### config.mk
export PLATFORM = sky130hd
export DESIGN_NAME = timing_counter
export DESIGN_NICKNAME = d
export VERILOG_FILES = /design/src/rtl/timing_counter.sv
export SDC_FILE = /design/constraint.sdc
export NUM_CORES = 1
export LEC_CHECK = 0
export CELL_PAD_IN_SITES_DETAIL_PLACEMENT = 1
export CELL_PAD_IN_SITES_GLOBAL_PLACEMENT = 2
export CORE_MARGIN = 3
export CORE_UTILIZATION = 32
export DETAILED_ROUTE_END_ITERATION = 7
export PLACE_DENSITY_LB_ADDON = 0.15
export SLEW_MARGIN = 20
export SYNTH_ARGS = -nofsm -noshare
export SYNTH_HDL_FRONTEND = slang
export SYNTH_SLANG_ARGS = --single-unit
### constraint.sdc
create_clock -name CLK -period 2.4 [get_ports CLK]
set_input_delay 0.24 -clock CLK [delete_from_list [all_inputs] [get_ports CLK]]
set_output_delay 0.24 -clock CLK [all_outputs]
set_load 0.05 [all_outputs]
### src/rtl/timing_counter.sv
// Triple-redundant bit-time / phase-time counter with bitwise 2-of-3 voting.
// Every copy is reloaded from the vote each cycle, so a single upset scrubs itself out.
module timing_counter #(
  parameter int NBITS  = 14,
  parameter int NPHASE = 3
) (
  input  logic       CLK,
  input  logic       RST,
  input  logic       ADV1,
  input  logic       ADV2,
  input  logic       ADV3,
  input  logic       SYNC,
  input  logic       ERR_CLR,
  output logic [3:0] BT,
  output logic [1:0] PT,
  output logic       BT_FIRST,
  output logic       BT_LAST,
  output logic       CYC_END,
  output logic [2:0] DIS
);

  localparam logic [3:0] BT_MAX = 4'(NBITS - 1);
  localparam logic [1:0] PT_MAX = 2'(NPHASE - 1);

  logic [2:0][3:0] bt_q, bt_d;
  logic [2:0][1:0] pt_q, pt_d;
  logic [2:0]      dis_q, dis_d;
  logic            cyc_end_q, cyc_end_d;

  logic [2:0] adv;
  logic [3:0] vbt, adv_bt, nvbt;
  logic [1:0] vpt, adv_pt, nvpt;

  function automatic logic [3:0] maj4(input logic [3:0] a, input logic [3:0] b,
                                      input logic [3:0] c);
    return (a & b) | (a & c) | (b & c);
  endfunction

  function automatic logic [1:0] maj2(input logic [1:0] a, input logic [1:0] b,
                                      input logic [1:0] c);
    return (a & b) | (a & c) | (b & c);
  endfunction

  always_comb begin
    adv    = {ADV3, ADV2, ADV1};
    vbt    = maj4(bt_q[0], bt_q[1], bt_q[2]);
    vpt    = maj2(pt_q[0], pt_q[1], pt_q[2]);
    adv_bt = 4'd0;
    adv_pt = vpt;
    bt_d   = '0;
    pt_d   = '0;
    dis_d  = '0;

    // Out-of-range votes fall into the wrap branch, which restores a legal count.
    if (vbt < BT_MAX) begin
      adv_bt = vbt + 4'd1;
    end else begin
      adv_bt = 4'd0;
      adv_pt = (vpt < PT_MAX) ? vpt + 2'd1 : 2'd0;
    end

    for (int i = 0; i < 3; i++) begin
      if (SYNC) begin
        bt_d[i] = 4'd0;
        pt_d[i] = 2'd0;
      end else if (adv[i]) begin
        bt_d[i] = adv_bt;
        pt_d[i] = adv_pt;
      end else begin
        bt_d[i] = vbt;
        pt_d[i] = vpt;
      end
      dis_d[i] = ({bt_q[i], pt_q[i]} != {vbt, vpt}) | (dis_q[i] & ~ERR_CLR);
    end

    // The end-of-cycle pulse follows the vote, so lone or straggling strobes never fire it.
    nvbt      = maj4(bt_d[0], bt_d[1], bt_d[2]);
    nvpt      = maj2(pt_d[0], pt_d[1], pt_d[2]);
    cyc_end_d = !SYNC && (vbt == BT_MAX) && (vpt == PT_MAX) &&
                (nvbt == 4'd0) && (nvpt == 2'd0);
  end

  always_ff @(posedge CLK) begin
    if (RST) begin
      bt_q      <= '0;
      pt_q      <= '0;
      dis_q     <= '0;
      cyc_end_q <= 1'b0;
    end else begin
      bt_q      <= bt_d;
      pt_q      <= pt_d;
      dis_q     <= dis_d;
      cyc_end_q <= cyc_end_d;
    end
  end

  assign BT       = vbt;
  assign PT       = vpt;
  assign BT_FIRST = (vbt == 4'd0);
  assign BT_LAST  = (vbt == BT_MAX);
  assign CYC_END  = cyc_end_q;
  assign DIS      = dis_q;

endmodule
==> impl_metrics.env <==
export IMPL_synthTopCellsByArea="dfxtp_1 (30%), nor2_1 (6.7%), o21ai_0 (5.5%), a211oi_1 (4.6%), a21oi_1 (4.5%)"
export IMPL_fin_nets=215
export IMPL_cp_start_kind="register"
export IMPL_status="completed"
export IMPL_intPower_mw=0.520
export IMPL_drt_wl_total_mm=4.11
export IMPL_routedWlPerCell_um=16.2
export IMPL_synth_area_leader_cell="dfxtp_1"
export IMPL_grt_pass1_vias=1478
export IMPL_fin_worst_skew_ns=0.00248
export IMPL_area_growth_pct=19.0
export IMPL_ios=19
export IMPL_ant_nets=0
export IMPL_synth_async_reset_ratio_pct=0
export IMPL_grt_usage_pct=16.8
export IMPL_hold_depth=2
export IMPL_critPathBufInv=1
export IMPL_synth_ff_type="dfxtp_1"
export IMPL_hold_viol=0
export IMPL_grt_pass1_wl_mm=7.01
export IMPL_vias_per_cell=5.52
export IMPL_drive_above_1_share_pct=13.7
export IMPL_yosys_area_share_simple_pct=25.5
export IMPL_yosysWarnings=0
export IMPL_finalPower_mw=0.698
export IMPL_tns_ns=0
export IMPL_power_frac_comb_pct=13.2
export IMPL_ys_ff_latch=22
export IMPL_grt_max_degree=20
export IMPL_firstDrtPassIters=4
export IMPL_synth_cells=186
export IMPL_path_cells="maj3_2 > clkdlybuf4s50_1"
export IMPL_max_freq_mhz=463
export IMPL_rows=23
export IMPL_synth_edf_count=0
export IMPL_synth_distinct_cells=42
export IMPL_syn_num_nets=195
export IMPL_fin_crit_sh_pct=90.0
export IMPL_p_switching_mw=0.178
export IMPL_path_class="register to output port"
export IMPL_worstSetupPathDepth=2
export IMPL_cts_path_max_buffers=2
export IMPL_power_density_nw_per_um2=403
export IMPL_p_clk_share_pct=32.5
export IMPL_power_leakage_nw=0.598
export IMPL_insertion_delay_ns=0.26
export IMPL_syn_area_um2=1460
export IMPL_clkSinkCount=22
export IMPL_fillers=531
export IMPL_dp_hpwl_mm=3.18
export IMPL_vias=1402
export IMPL_core_area_um2=4200
export IMPL_timing_slew_headroom_pct=62.7
export IMPL_drtIter0Drc=31
export IMPL_finalSetupViolations=0
export IMPL_drv_cap=0
export IMPL_seq_area_frac_synth_pct=30.2
export IMPL_multi_input_area_um2=935
export IMPL_clk_pin_slew_ns=0.07
export IMPL_synth_xor_area_share_pct=0
export IMPL_tightest_slew_ns=0.546
export IMPL_antennaDiodeCount=0
export IMPL_drc_errors=0
export IMPL_place_gp_congestion=0.907
export IMPL_cpPeakStageDelay_ns=0.85
export IMPL_synth_fa_ha_area_share_pct=5.67
export IMPL_crit_fanout=11
export IMPL_cts_setup_buffers=0
export IMPL_min_path_type="register to register"
export IMPL_rsz0062_at_grt="false"
export IMPL_die_h_um=73.5
export IMPL_h_tree_depth=1
export IMPL_cts_tree="yes"
export IMPL_synth_compound_area_share_pct=29.8
export IMPL_chipWidth_um=73.5
export IMPL_end_kind="output port"
export IMPL_cts_resized=0
export IMPL_r2r_cells=7
export IMPL_muxShareOfSynthArea_pct=2.75
export IMPL_antenna_found_initial=0
export IMPL_maxSlewViolCount=0
export IMPL_crit_family="buffers and inverters"
export IMPL_avgSynthCellArea_um2=7.83
export IMPL_postCtsHoldBufs=0
export IMPL_dieArea_um2=5400
export IMPL_power_frac_seq_pct=54.3
export IMPL_critPathSlowestCell="clkdlybuf4s50_1"
export IMPL_grt_overflow=0
export IMPL_synth_most_common_cell="nor2_1"
export IMPL_start_util_pct=34.7
export IMPL_numPortBuffers=18
export IMPL_ir_drop_v=0.000152
export IMPL_root_buffer="clkbuf_8"
export IMPL_worstPathArrival_ns=1.92
export IMPL_seq_area_um2=440
export IMPL_worstPathRequired_ns=2.16
export IMPL_swShare_pct=25.5
export IMPL_cts_buffers=3
export IMPL_synth_commonest_cells="nor2_1 (26), dfxtp_1 (22), o21ai_0 (16)"
export IMPL_synth_top_area_share_pct=30.2
export IMPL_synth_top_family_by_area="compound AO/OA/AOI/OAI gates"
export IMPL_layout_min_cycle_time_ns=2.16
==> per-layer routing <==
| layer | global-route usage, % | vias to the layer above | routed length, um |
|---|---|---|---|
| met5 | 0 | - | 0 |
| met4 | 6.04 | 0 | 65 |
| met3 | 2.05 | 5 | 118 |
| met2 | 28.7 | 24 | 1960 |
| met1 | 21.5 | 657 | 1970 |
| li1 | - | 716 | - |
==> placed cells by master, fill, tap and decap left out, types with 3 or more instances in the layout <==
master / instances
a211oi_1: 9
a21o_1: 4
a21oi_1: 13
a221oi_1: 4
a22oi_1: 4
a31oi_1: 3
buf_4: 8
clkbuf_8: 3
clkdlybuf4s50_1: 16
dfxtp_1: 22
inv_1: 9
maj3_2: 3
mux2i_1: 4
nand2_1: 9
nand2b_1: 5
nand3_1: 7
nand3_2: 3
nor2_1: 26
nor2b_1: 6
nor3_1: 3
o21ai_0: 16
==> logic make-up (layout without fill, tap and decap cells) <==
logic type                 Yosys count  after routing
AOI/OAI and AO/OA                   64             64
buffers and inverters               18             36
DFF                                 22             22
and+or+nand+nor                     71             71
adders and majority gates            7              7
muxes                                4              4
==> flip-flops by register name, summed over array words and instances (netlist names) <==
name and flops:
pt_q 6, CYC_END 1, bt_q 12, DIS 3
==> per-stage QoR <==
step | instance area (um2) | cells | setup WS (ns) | hold WS, ns | util (%)
2_1_floorplan | 1460 | 186 | 0.0930 | 0.309 | -
3_3_place_gp | 1690 | 251 | 0.428 | 0.560 | 40.3
3_5_place_dp | 1690 | 251 | 0.364 | 0.559 | 40.3
4_1_cts | 1730 | 254 | 0.227 | 0.583 | 41.2
5_1_grt | 1730 | 254 | 0.140 | 0.632 | 41.2
6_report | 1730 | 254 | 0.241 | 0.572 | 41.2
==> power groups by stage <==
stage               clock network, mW  logic, mW  registers, mW
finish                          0.227     0.0918          0.379
CTS                             0.235     0.0923          0.379
floorplan                           0     0.0487          0.395
detailed placement                  0     0.0918          0.387
global placement                    0     0.0916          0.386
global route                    0.249      0.100          0.380
==> worst min-delay path, cell delays in order, from the launching register on <==
cell and delay, ns:
dfxtp_1 0.34, a211oi_1 0.07, a31oi_1 0.12
==> worst paths after layout <==
kind                               from       to  slack, ns
worst max-delay path            bt_q[1]    BT[1]       0.24
worst min-delay path             DIS[1]   DIS[1]       0.57
worst max register to register  bt_q[1]  CYC_END       0.35
worst min register to register   DIS[1]   DIS[1]       0.57
==> area by class of cell <==
cell class                      instances  share of cell area, %
Tap cell                               50                   3.61
Multi-Input combinational cell        146                   53.9
Sequential cell                        22                   25.4
Clock buffer                            3                   2.38
Timing Repair Buffer                   24                   12.7
Inverter                                9                   1.95
Note: power is estimated with default switching activity, not from simulation.
